===== src/rtl/instr_fetch_unit.sv =====
// Fetch sequencer: holds Address READ_CYCLES cycles, then captures Data into a DEPTH-entry prefetch queue.
// One instruction per READ_CYCLES cycles; decode backpressure stalls capture with Address held, Redirect flushes.
module instr_fetch_unit #(
  parameter int READ_CYCLES = 2,
  parameter int DEPTH       = 2
) (
  input  logic        Clk,
  input  logic        Reset,
  input  logic [63:0] StartPC,
  output logic [63:0] Address,
  input  logic [31:0] Data,
  input  logic        Halt,
  input  logic        Redirect,
  input  logic [63:0] RedirectPC,
  output logic        InstrValid,
  input  logic        InstrReady,
  output logic [31:0] Instr,
  output logic [63:0] InstrPC
);
  localparam int PW = $clog2(DEPTH);
  localparam int CW = PW + 1;
  localparam logic [3:0]    LAST = 4'(READ_CYCLES - 1);
  localparam logic [CW-1:0] FULL = CW'(DEPTH);

  logic [63:0]   pc_q, pc_d;
  logic [3:0]    cnt_q, cnt_d;
  logic [PW-1:0] rd_ptr_q, rd_ptr_d;
  logic [PW-1:0] wr_ptr_q, wr_ptr_d;
  logic [CW-1:0] occ_q, occ_d;
  logic [63:0]   pc_mem_q   [DEPTH];
  logic [31:0]   word_mem_q [DEPTH];
  logic          pop, push, cap_due;

  assign InstrValid = (occ_q != '0);
  assign pop        = InstrValid && InstrReady;
  assign cap_due    = !Halt && (cnt_q == LAST);
  // A full queue still accepts a capture when the head leaves on the same edge.
  assign push       = cap_due && ((occ_q != FULL) || pop);

  assign Address = pc_q;
  assign Instr   = InstrValid ? word_mem_q[rd_ptr_q] : '0;
  assign InstrPC = InstrValid ? pc_mem_q[rd_ptr_q]   : '0;

  always_comb begin
    pc_d     = pc_q;
    cnt_d    = cnt_q;
    rd_ptr_d = rd_ptr_q;
    wr_ptr_d = wr_ptr_q;
    occ_d    = occ_q;
    if (Redirect) begin
      pc_d     = RedirectPC & ~64'h3;
      cnt_d    = '0;
      rd_ptr_d = '0;
      wr_ptr_d = '0;
      occ_d    = '0;
    end else begin
      if (!Halt) begin
        if (cnt_q != LAST) begin
          cnt_d = cnt_q + 4'd1;
        end else if (push) begin
          pc_d  = pc_q + 64'd4;
          cnt_d = '0;
        end
      end
      if (push) wr_ptr_d = wr_ptr_q + PW'(1);
      if (pop)  rd_ptr_d = rd_ptr_q + PW'(1);
      case ({push, pop})
        2'b10:   occ_d = occ_q + CW'(1);
        2'b01:   occ_d = occ_q - CW'(1);
        default: occ_d = occ_q;
      endcase
    end
  end

  always_ff @(posedge Clk) begin
    if (Reset) begin
      pc_q     <= StartPC & ~64'h3;
      cnt_q    <= '0;
      rd_ptr_q <= '0;
      wr_ptr_q <= '0;
      occ_q    <= '0;
    end else begin
      pc_q     <= pc_d;
      cnt_q    <= cnt_d;
      rd_ptr_q <= rd_ptr_d;
      wr_ptr_q <= wr_ptr_d;
      occ_q    <= occ_d;
    end
  end

  // Entry storage needs no reset: occupancy gates every read.
  always_ff @(posedge Clk) begin
    if (push) begin
      pc_mem_q[wr_ptr_q]   <= pc_q;
      word_mem_q[wr_ptr_q] <= Data;
    end
  end

endmodule


===== config.mk =====
export PLATFORM = sky130hd
export DESIGN_NAME = instr_fetch_unit
export DESIGN_NICKNAME = d
export VERILOG_FILES = /design/src/rtl/instr_fetch_unit.sv
export SDC_FILE = /design/constraint.sdc
export NUM_CORES = 1
export LEC_CHECK = 0
export ABC_AREA = 1
export CAP_MARGIN = 40
export CORE_ASPECT_RATIO = 1.25
export CORE_MARGIN = 2
export CORE_UTILIZATION = 54
export DETAILED_ROUTE_END_ITERATION = 6
export PLACE_DENSITY = 0.84
export SLEW_MARGIN = 20
export SYNTH_ARGS = -nofsm -noshare
export SYNTH_HDL_FRONTEND = slang
export SYNTH_SLANG_ARGS = --single-unit

===== constraint.sdc =====
create_clock -name Clk -period 11.8 [get_ports Clk]
set_input_delay 2.36 -clock Clk [delete_from_list [all_inputs] [get_ports Clk]]
set_output_delay 2.36 -clock Clk [all_outputs]
set_load 0.01 [all_outputs]

==> metrics.md <==
| Metric | Value |
|---|---|
| Status | `finished, final reports clean` |
| Core area | `23650 um^2` |
| Kind of critical path | `reg2out` |
| Via count | `between 10000 and 15000` |
| Residual DRC | `0` |
| CTS Sinks | `259` |
| RSZ-0062 raised after global routing | `no` |
| Largest family of logic cells by synthesized area | `simple AND/OR/NAND/NOR gates` |
| DR WL/cell | `19.86 um` |
| Detailed Routing Iterations Pass 1 | `7` |
| Synth Area in Compound Gates | `6.619%` |
| Global-route wire length before repair | `approximately 60000 um` |
| Area occupied by multi-input gates | `4698 um^2` |
| Largest net degree at the start of global routing | `74` |
| Commonest non-fill, non-tap cell in the layout | `nand2_1` |
| Dpl cells | `2030` |
| Adder-cell share of the synthesized area | `less than 1%` |
| Die Height | `177.1 um` |
| MaxCap Viol Count | `0` |
| Mapped cell area | `12950 um^2` |
| Port Buffers | `317` |
| Setup Buffers After CTS | `0` |
| Final Slew Violations | `0` |
| Peak supply drop | `89.86 uV` |
| Worst-skew pair later-pin latency | `0.53 ns` |
| Net count reported at finish | `1933` |
| Fill count | `1729` |
| Layout cells sized above 1 | `5.275%` |
| Dpl hpwl | `29710 um` |
| Post-synthesis xor/xnor area fraction | `1.894%` |
| Starting density of the core | `54.76%` |
| Yosys reg bits | `259` |
| Setup TNS | `0 ns` |
| Worst-path clk slew | `0.06 ns` |
| Setup crit end kind | `output pin` |
| Pwr/cell area | `124.9 nW/um^2` |
| Synth unique cells | `36` |
| Tightest Pin Transition | `0.8361 ns` |
| Startpoint Class | `flip-flop` |
| Syn avg cell area | `8.833 um^2` |
| F_max | `178.8 MHz` |
| Ys Warns | `0` |
| Die X | `142.5 um` |
| Worst min path class | `reg2reg` |
| Number of hold buffers added after CTS | `0` |
| Mux cell area share after synthesis | `0%` |
| Slew Limit Headroom | `44.26%` |
| Final cell count without fillers | `2075` |
| Most frequent cells in the layout | `nand2_1, clkdlybuf4s50_1, edfxtp_1, nor2_1, a21oi_1` |
| Arrival time at the worst endpoint | `3.23 ns` |
| Grt total ovfl | `0` |
| Slack of the critical path | `6.206 ns` |
| CTS Buffer Depth | `3` |
| Gpl congestion | `between 0.9 and 1` |
| Pre-CTS worst setup slack | `6.749 ns` |
| H-tree depth | `1` |
| CTS tree | `yes` |
| P&R area growth vs syn | `32.93%` |
| Power Total | `2.149 mW` |
| Fin. Hold Viols | `0` |
| WP data required | `9.44 ns` |
| Initial antenna violation count | `1` |
| Die Footprint | `between 20000 and 30000 um^2` |
| CP max FO | `69` |
| Cell count after synthesis | `1466` |
| TritonCTS Buffers | `25` |
| Vias in the first global route | `11380` |
| Row cnt | `63` |
| Final setup fails | `0` |
| Tmin final | `5.594 ns` |
| CTS resizes | `0` |
| Io pins | `326` |
| Crit share post-route | `47.41%` |
| Fin Clk Skew | `between 0.02 and 0.025 ns` |
| Overall routed net length | `41210 um` |
| Simple-gate area share of the yosys netlist | `27.36%` |
| LEAKAGE | `6.703 nW` |
| Post-route ant nets | `0` |
| FF+latch area | `7691 um^2` |
| Via density | `5.550` |
| DR iter-0 viols | `886` |
| Total Routing Usage GR | `a little under a third` |
| Root Driver | `clkbuf_16` |
| Sequential-to-total area share from yosys stat | `59.37%` |
[path summary, 6_finish.rpt]
kind / start / to / slack [ns] / depth (start not counted)
max: flip-flop / InstrPC[27] / 6.21 / 5
min reg2reg: rd_ptr_q / flip-flop / 0.44 / 1
max reg2reg: cnt_q[2] / pc_mem_q[0][35] / 9.28 / 7
min: rd_ptr_q / flip-flop / 0.44 / 1
[layout make-up]
type	count	share of cell area, %
antenna	1	0.01454
clock inverter	8	0.5234
sequential	259	44.68
tap	292	2.123
inverter	89	1.948
clock buffer	34	3.947
multi-input combinational	1059	27.30
timing repair buffer	333	19.47
[logic make-up after synthesis]
kind of cell,Yosys count
and+or+nand+nor,857
AOI/OAI and AO/OA,169
buffers and inverters,151
other,1
xor gates and xnor gates,28
adders and majority gates,1
DFF,259
[routing by layer]
layer	part of all wire [%]	vias to the layer above	GRT usage, %
met3	7.7	105	4.708
met2	51	589	56.85
met5	0	-	0
li1	-	5413	-
met1	37	5409	38.68
met4	4.1	0	12.25
[state kept, by name, summed over array words and instances, names as in the netlist, named ones only]
signal and count:
cnt_q 4, wr_ptr_q 1, pc_mem_q 124, rd_ptr_q 1, Address 62, word_mem_q 64
occ_q 2
[synthesized netlist by cell type, drive strengths merged]
cell type	n	area share, %
o21bai	1	0.058
xor2	16	1.1
edfxtp	250	58
nand3	62	2.6
o21a	1	0.058
nor3	6	0.23
clkinv	2	0.058
dfxtp	9	1.4
nand4	15	0.72
nand2	608	18
o211ai	1	0.058
inv	87	2.5
and3	1	0.048
a21oi	113	4.4
or2	1	0.048
nand3b	3	0.17
xnor2	12	0.81
nor2	160	5.6
clkbuf	36	1.0
o21ai	52	2.0
conb	1	0.029
ha	1	0.097
and2	1	0.048
buf	26	1.0
o32ai	1	0.068
[critical path, cell delays in order, from the launching register on]
cell and delay [ns]:
dfxtp_4 0.72, clkinv_2 0.57, buf_4 0.51, nand2_1 0.16, a21oi_1 0.08, clkdlybuf4s50_1 0.56
[power breakdown]
group          internal (mW)  switching (mW)
logic                  0.131           0.131
registers               1.06          0.0602
clock network          0.444           0.327
total                   1.63           0.518
[through the flow]
stage | hold slack, ns | instance area, um^2 | utilization, %
floorplan | 0.4255 | 12960 | -
global placement | 0.4263 | 16340 | 69.10
detailed placement | 0.4373 | 16400 | 69.35
CTS | 0.4470 | 17170 | 72.61
global route | 0.4681 | 17210 | 72.79
finish | 0.4426 | 17210 | 72.79
Power figures use the tool's default switching activity.
